[src/rtl/wb_pkg.sv]
// Shared writeback definitions: default widths, the entry record and the
// architectural zero-register address used by the optional zero-register
// filter (WB_ZERO_REG_FILTER_EN).
package wb_pkg;

    localparam int unsigned WB_DATA_W    = 32;
    localparam int unsigned WB_ADDR_W    = 5;
    localparam int unsigned WB_ZERO_ADDR = 0;

    // Writeback entry at the default widths; parametrised users declare an
    // equivalent local record sized from their own parameters.
    typedef struct packed {
        logic [WB_DATA_W-1:0] data;
        logic [WB_ADDR_W-1:0] addr;
        logic                 write;
    } wb_entry_t;

endpackage

[src/rtl/wb_skid_stage_if.sv]
// Bus bundle for the writeback skid stage: flush, upstream and downstream
// handshakes, bypass query and occupancy. The stage uses the slave modport;
// the producer/consumer side uses master.
interface wb_skid_stage_if #(
    parameter int unsigned DATA_W = 32,
    parameter int unsigned ADDR_W = 5
);
    logic              flush;
    logic              in_valid;
    logic              in_ready;
    logic [DATA_W-1:0] in_data;
    logic [ADDR_W-1:0] in_addr;
    logic              in_write;
    logic              out_valid;
    logic              out_ready;
    logic [DATA_W-1:0] out_data;
    logic [ADDR_W-1:0] out_addr;
    logic              out_write;
    logic [ADDR_W-1:0] q_addr;
    logic              q_hit;
    logic [DATA_W-1:0] q_data;
    logic [1:0]        occupancy;

    modport slave (
        input  flush, in_valid, in_data, in_addr, in_write, out_ready, q_addr,
        output in_ready, out_valid, out_data, out_addr, out_write,
               q_hit, q_data, occupancy
    );

    modport master (
        output flush, in_valid, in_data, in_addr, in_write, out_ready, q_addr,
        input  in_ready, out_valid, out_data, out_addr, out_write,
               q_hit, q_data, occupancy
    );
endinterface

[src/rtl/wb_skid_stage_bypass.sv]
// wb_bypass_match: combinational priority compare of a query address against
// a younger and an older pending writeback entry. The younger entry wins.
module wb_bypass_match #(
    parameter int unsigned DATA_W = 32,
    parameter int unsigned ADDR_W = 5
) (
    input  logic              young_valid,
    input  logic              young_write,
    input  logic [ADDR_W-1:0] young_addr,
    input  logic [DATA_W-1:0] young_data,
    input  logic              old_valid,
    input  logic              old_write,
    input  logic [ADDR_W-1:0] old_addr,
    input  logic [DATA_W-1:0] old_data,
    input  logic [ADDR_W-1:0] q_addr,
    output logic              hit,
    output logic [DATA_W-1:0] data
);

    logic young_match;
    logic old_match;

    // Match each entry, then select the youngest matching data (0 on miss).
    always_comb begin
        young_match = young_valid && young_write && (young_addr == q_addr);
        old_match   = old_valid && old_write && (old_addr == q_addr);
        hit         = young_match || old_match;
        data        = '0;
        if (young_match) begin
            data = young_data;
        end else if (old_match) begin
            data = old_data;
        end
    end

endmodule

[src/rtl/wb_skid_stage.sv]
// wb_skid_stage: writeback pipeline register with valid/ready handshake and a
// one-entry skid buffer (two entries total). in_ready is registered and never
// depends combinationally on out_ready. Optional WB_ZERO_REG_FILTER_EN turns
// writes to the zero register into non-writing entries and masks bypass hits
// on address 0.
module wb_skid_stage
    import wb_pkg::*;
#(
    parameter int unsigned DATA_W = 32,
    parameter int unsigned ADDR_W = 5
) (
    input logic            clk,
    input logic            reset,
    wb_skid_stage_if.slave bus
);

    typedef struct packed {
        logic [DATA_W-1:0] data;
        logic [ADDR_W-1:0] addr;
        logic              write;
    } entry_t;

    entry_t main_q, main_d;
    entry_t skid_q, skid_d;
    entry_t in_entry;
    logic   main_valid_q, main_valid_d;
    logic   skid_valid_q, skid_valid_d;
    logic   in_ready_q, in_ready_d;
    logic   accept;
    logic   drain;
    logic   raw_hit;

    // Form the incoming entry, applying the zero-register filter if enabled.
    always_comb begin
        in_entry.data  = bus.in_data;
        in_entry.addr  = bus.in_addr;
`ifdef WB_ZERO_REG_FILTER_EN
        in_entry.write = bus.in_write && (bus.in_addr != ADDR_W'(WB_ZERO_ADDR));
`else
        in_entry.write = bus.in_write;
`endif
    end

    // Next-state for main/skid registers; flush clears valids but keeps data.
    always_comb begin
        accept       = bus.in_valid && in_ready_q;
        drain        = main_valid_q && bus.out_ready;
        main_d       = main_q;
        skid_d       = skid_q;
        main_valid_d = main_valid_q;
        skid_valid_d = skid_valid_q;
        if (bus.flush) begin
            main_valid_d = 1'b0;
            skid_valid_d = 1'b0;
        end else if (!main_valid_q || drain) begin
            if (skid_valid_q) begin
                main_d       = skid_q;
                main_valid_d = 1'b1;
            end else if (accept) begin
                main_d       = in_entry;
                main_valid_d = 1'b1;
            end else begin
                main_valid_d = 1'b0;
            end
            // accept implies an empty skid, so this only fires if in_ready
            // were ever bypassed; kept to mirror the full refill rule.
            if (accept && skid_valid_q) begin
                skid_d       = in_entry;
                skid_valid_d = 1'b1;
            end else begin
                skid_valid_d = 1'b0;
            end
        end else if (accept) begin
            skid_d       = in_entry;
            skid_valid_d = 1'b1;
        end
        in_ready_d = !skid_valid_d;
    end

    // State registers; reset has priority over flush and handshakes.
    always_ff @(posedge clk) begin
        if (reset) begin
            main_q       <= '0;
            skid_q       <= '0;
            main_valid_q <= 1'b0;
            skid_valid_q <= 1'b0;
            in_ready_q   <= 1'b1;
        end else begin
            main_q       <= main_d;
            skid_q       <= skid_d;
            main_valid_q <= main_valid_d;
            skid_valid_q <= skid_valid_d;
            in_ready_q   <= in_ready_d;
        end
    end

    assign bus.in_ready  = in_ready_q;
    assign bus.out_valid = main_valid_q;
    assign bus.out_data  = main_q.data;
    assign bus.out_addr  = main_q.addr;
    assign bus.out_write = main_q.write;
    assign bus.occupancy = {1'b0, main_valid_q} + {1'b0, skid_valid_q};

    wb_bypass_match #(
        .DATA_W(DATA_W),
        .ADDR_W(ADDR_W)
    ) u_bypass (
        .young_valid(skid_valid_q),
        .young_write(skid_q.write),
        .young_addr (skid_q.addr),
        .young_data (skid_q.data),
        .old_valid  (main_valid_q),
        .old_write  (main_q.write),
        .old_addr   (main_q.addr),
        .old_data   (main_q.data),
        .q_addr     (bus.q_addr),
        .hit        (raw_hit),
        .data       (bus.q_data)
    );

`ifdef WB_ZERO_REG_FILTER_EN
    assign bus.q_hit = raw_hit && (bus.q_addr != ADDR_W'(WB_ZERO_ADDR));
`else
    assign bus.q_hit = raw_hit;
`endif

endmodule
[src/flat_wrapper.sv]
// flat-port wrapper written by rule: the top's interface ports become plain ports
module wb_skid_stage_flat import wb_pkg::*;
#(
    parameter int unsigned DATA_W = 32,
    parameter int unsigned ADDR_W = 5
)
  (clk, reset, bus_flush, bus_in_valid, bus_in_data, bus_in_addr, bus_in_write, bus_out_ready, bus_q_addr, bus_in_ready, bus_out_valid, bus_out_data, bus_out_addr, bus_out_write, bus_q_hit, bus_q_data, bus_occupancy);
  wb_skid_stage_if #(.DATA_W(DATA_W), .ADDR_W(ADDR_W)) bus_i ();
  input logic clk;
  input logic reset;
  input wire logic [$bits(bus_i.flush)-1:0] bus_flush;
  input wire logic [$bits(bus_i.in_valid)-1:0] bus_in_valid;
  input wire logic [$bits(bus_i.in_data)-1:0] bus_in_data;
  input wire logic [$bits(bus_i.in_addr)-1:0] bus_in_addr;
  input wire logic [$bits(bus_i.in_write)-1:0] bus_in_write;
  input wire logic [$bits(bus_i.out_ready)-1:0] bus_out_ready;
  input wire logic [$bits(bus_i.q_addr)-1:0] bus_q_addr;
  output wire logic [$bits(bus_i.in_ready)-1:0] bus_in_ready;
  output wire logic [$bits(bus_i.out_valid)-1:0] bus_out_valid;
  output wire logic [$bits(bus_i.out_data)-1:0] bus_out_data;
  output wire logic [$bits(bus_i.out_addr)-1:0] bus_out_addr;
  output wire logic [$bits(bus_i.out_write)-1:0] bus_out_write;
  output wire logic [$bits(bus_i.q_hit)-1:0] bus_q_hit;
  output wire logic [$bits(bus_i.q_data)-1:0] bus_q_data;
  output wire logic [$bits(bus_i.occupancy)-1:0] bus_occupancy;
  assign bus_i.flush = bus_flush;
  assign bus_i.in_valid = bus_in_valid;
  assign bus_i.in_data = bus_in_data;
  assign bus_i.in_addr = bus_in_addr;
  assign bus_i.in_write = bus_in_write;
  assign bus_i.out_ready = bus_out_ready;
  assign bus_i.q_addr = bus_q_addr;
  assign bus_in_ready = bus_i.in_ready;
  assign bus_out_valid = bus_i.out_valid;
  assign bus_out_data = bus_i.out_data;
  assign bus_out_addr = bus_i.out_addr;
  assign bus_out_write = bus_i.out_write;
  assign bus_q_hit = bus_i.q_hit;
  assign bus_q_data = bus_i.q_data;
  assign bus_occupancy = bus_i.occupancy;
  wb_skid_stage #(.DATA_W(DATA_W), .ADDR_W(ADDR_W)) u_core (.clk(clk), .reset(reset), .bus(bus_i));
endmodule
[config.mk]
export PLATFORM = sky130hd
export DESIGN_NAME = wb_skid_stage_flat
export DESIGN_NICKNAME = d
export VERILOG_FILES = /design/src/rtl/wb_pkg.sv /design/src/rtl/wb_skid_stage_if.sv /design/src/rtl/wb_skid_stage_bypass.sv /design/src/rtl/wb_skid_stage.sv /design/src/flat_wrapper.sv
export SDC_FILE = /design/constraint.sdc
export NUM_CORES = 1
export LEC_CHECK = 0
export CORE_UTILIZATION = 35
export DETAILED_ROUTE_END_ITERATION = 16
export HOLD_SLACK_MARGIN = 0.02
export SYNTH_ARGS = -nofsm -noshare
export SYNTH_HDL_FRONTEND = slang
export SYNTH_SLANG_ARGS = --single-unit
[constraint.sdc]
create_clock -name clk -period 4.6 [get_ports clk]
set_input_delay 0.92 -clock clk [delete_from_list [all_inputs] [get_ports clk]]
set_output_delay 0.92 -clock clk [all_outputs]
set_load 0.05 [all_outputs]
==> out/metrics.cfg <==
[run_status]
status=finished clean

[timing]
skew_ns=0.006566
grt_setup_unrepaired=no
fmax_mhz=263.8
fin_crit_sh_pct=82.40
setup_viol=0
maxSlewViolCount=0
fin_setup_tns_ns=0
relSlewSlack_pct=48.04
setup_ws_ns=0.8094
hold_viol=0
tightest_slew_ns=0.7794
finalWorstPathRequiredPeriod_ns=3.791

[yosys]
syn-cell-area_mm2=0.004030
syn_area_per_cell_um2=8.484
syn_inst=475
synth_cell_type_count=27
synth_seq_area_share_pct=39.24
ys_ff_latch=79
synth_warnings=0
syn-num-nets=524

[power_and_ir_drop]
power.density_mw_per_mm2=312.0
p_int_w=0.001267
comb_power_share_pct=16.6
sw_frac_of_total_pct=27.04
peakVddDrop_uv=160.6
leakage_nw=2.021
clkPwrFrac_pct=41.0
p_seq_share_pct=42.4
total_power_w=0.001737
switchingPower_w=0.0004695

[global_routing]
antenna_found_initial=0
grt_start_max_net_pins=77
grt_pass1_wl_um=17550
gr-total-overflow=0
grt_pass1_vias=3400
grt_use_total_pct=19.10

[placed_design]
dpl.cell_count=706
pre_cts_ws_ns=0.7950
place_congestion=0.7333
dp_hpwl_um=7225
port_buffers=122

[detailed_routing]
first_pass_iters=4
met3_wirelength_um=459
routed_wl_um=11050
drcViolationCount=0
highest_layer=met4
wl_per_cell_um=15.32
vias=3646
wl_met2_um=5353
vias_per_cell=5.057
drtIter0Drc=195
met1Wirelength_um=5018
ant_nets=0

[worst_setup_path]
crit_arrival_ns=2.87
critPathRequiredTime_ns=3.68
startpoint_type=input pin
worstSetupPathType=in -> out
critPathTopFamily=buffers and inverters
path_depth=7
slowest_delay_ns=0.45
cp_common_cell=buf_4
critPathSlowestCell=clkdlybuf4s50_1
cp_max_fo=20
cp_cell_sequence=clkdlybuf4s50_1, xor2_1, nor4_2, nand4_4, buf_4, mux2_4, buf_4
path_buf_inv=3
rrSetupSlack_ns=1.82
end_kind=output port
ff2ff_path_depth=6

[floorplan]
die_h_um=109.3
rows=38
io-pin-count=123
core_area_mm2=0.01103
die_area_mm2=0.01195
die_x_um=109.3
initial_core_util_pct=36.54

[min_path]
min_path_type=reg -> reg
holdPathStages=2

[final_layout]
drive_above_1_share_pct=16.70
area_growth_pct=38.12
final_nets=626
n_antenna_cell=0
instances_no_fill=721
fillers=1060

[clock_tree]
cts_buffers=9
cts.path.max_buffers=2
clk_latency_ns=0.33
cts.reportedPaths.clkPinSlew_ns=0.06
ctsResizeCount=0
cts_sinks=79
htreeDepth=3
cts_root_buf=clkbuf_16
cts_hold_buf=0
postCtsSetupRepairBufs=0
cts_tree=built

[flow_run]
cap_violations=0

==> stage by stage <==
step	utilization (%)	hold slack, ns	cell area (um2)
6_report	50.47	0.4731	5567
5_1_grt	50.47	0.4941	5567
4_1_cts	50.47	0.4715	5567
3_5_place_dp	47.77	0.4637	5269
3_3_place_gp	47.77	0.4529	5269
2_1_floorplan	-	0.4465	4030
==> layout by cell type, fill, tap and decap left out <==
cell type | netlist | final
clkdlybuf4s50_1 | 0 | 88
nand2_1 | 79 | 79
dfxtp_1 | 79 | 78
nor2_1 | 63 | 63
buf_4 | 0 | 42
a21oi_1 | 39 | 39
mux2i_1 | 38 | 38
a211oi_1 | 39 | 38
mux2_4 | 29 | 29
nand3_1 | 25 | 25
inv_1 | 10 | 10
clkbuf_16 | 0 | 9
nor3_1 | 9 | 8
xnor2_1 | 6 | 5
xor2_1 | 4 | 4
mux2_2 | 3 | 3
clkinv_2 | 0 | 3
o21ai_0 | 2 | 2
clkbuf_8 | 0 | 2
nand4_1 | 1 | 1
xnor2_2 | 0 | 1
and2_1 | 1 | 1
nor4_2 | 1 | 1
nand4_4 | 0 | 1
nand2b_1 | 1 | 1
a211oi_4 | 0 | 1
a211o_1 | 1 | 1
nor2b_1 | 1 | 1
nor3_2 | 0 | 1
a311oi_1 | 1 | 1
ha_1 | 1 | 1
bufinv_16 | 0 | 1
buf_2 | 13 | 1
buf_12 | 0 | 1
dfxtp_2 | 0 | 1
==> per-layer routing <==
layer,up-vias,global-route usage (%)
met4,0,7.714
met3,16,3.142
met2,86,31.85
li1,1845,-
met1,1699,24.51
met5,-,0
==> power by group through the flow <==
stage / logic (W) / registers, W / clock network (W)
2_1_floorplan: 0.0000895 / 0.000829 / 0
3_3_place_gp: 0.000287 / 0.000750 / 0
3_5_place_dp: 0.000290 / 0.000751 / 0
4_1_cts: 0.000291 / 0.000736 / 0.000729
5_1_grt: 0.000309 / 0.000740 / 0.000759
6_report: 0.000288 / 0.000736 / 0.000712
==> flip-flops by register name (all words and copies together) (netlist names) <==
register              flops
u_core.skid_q            38
u_core.bus.out_data      32
u_core.bus.out_addr       5
u_core.bus.in_ready       1
u_core.bus.out_valid      1
u_core.bus.out_write      1
u_core.skid_valid_q       1
==> synthesized netlist by cell type <==
| library cell | count | area [um2] |
|---|---|---|
| buf_2 | 13 | 65.06 |
| nor4_2 | 1 | 12.51 |
| buf_6 | 3 | 33.78 |
| nor2b_1 | 1 | 6.260 |
| mux2_2 | 3 | 33.78 |
| nand3_1 | 25 | 125.1 |
| nand2b_1 | 1 | 6.260 |
| mux2i_1 | 38 | 380.4 |
| a211oi_1 | 39 | 292.8 |
| nor3_1 | 9 | 45.04 |
| nand2_1 | 79 | 296.5 |
| xor2_1 | 4 | 35.03 |
| a211o_1 | 1 | 8.760 |
| inv_1 | 10 | 37.54 |
| xnor2_1 | 6 | 52.55 |
| buf_1 | 1 | 3.750 |
| a21oi_1 | 39 | 195.2 |
| and2_1 | 1 | 6.260 |
| o21ai_0 | 2 | 10.01 |
| ha_1 | 1 | 12.51 |
| nor2_1 | 63 | 236.5 |
| clkbuf_1 | 24 | 90.09 |
| nand4_2 | 1 | 12.51 |
| a311oi_1 | 1 | 8.760 |
| nand4_1 | 1 | 6.260 |
| dfxtp_1 | 79 | 1582 |
| mux2_4 | 29 | 435.4 |
==> final timing paths <==
kind | from | endpoint
hold reg to reg | u_core.skid_q[37] | u_core.skid_q[37]
setup / recovery | bus_q_addr[4] | bus_q_data[18]
setup reg to reg | u_core.skid_valid_q | u_core.skid_q[27]
hold / removal | u_core.skid_q[37] | u_core.skid_q[37]
==> worst register-to-register path: cells and delay by family, from the launching register on <==
family	cells	cell delay (ns)
and+or+nand+nor	1	0.09
buffers and inverters	3	1.07
AOI/OAI and AO/OA	2	0.64
DFF	1	0.83
==> layout make-up <==
class	instances	area, um2	share of cell area [%]
sequential	79	1583	28.43
clock buffer	11	252.7	4.540
tap	140	175.2	3.147
clock inverter	4	45.04	0.8092
multi-input combinational	345	2252	40.46
inverter	10	37.54	0.6743
timing repair buffer	132	1221	21.94
==> cells by family (layout without fill, tap and decap cells) <==
group | Yosys count | count (layout) | synth area share, %
AO/OA/AOI/OAI | 82 | 82 | 12.79
AND/OR/NAND/NOR | 182 | 182 | 18.69
XOR/XNOR | 10 | 10 | 2.173
buffers and inverters | 51 | 157 | 5.712
multiplexers | 70 | 70 | 21.08
flip-flops | 79 | 79 | 39.24
adder cells (fa/ha/maj) | 1 | 1 | 0.3104
Note: power is estimated with default switching activity, not from simulation.
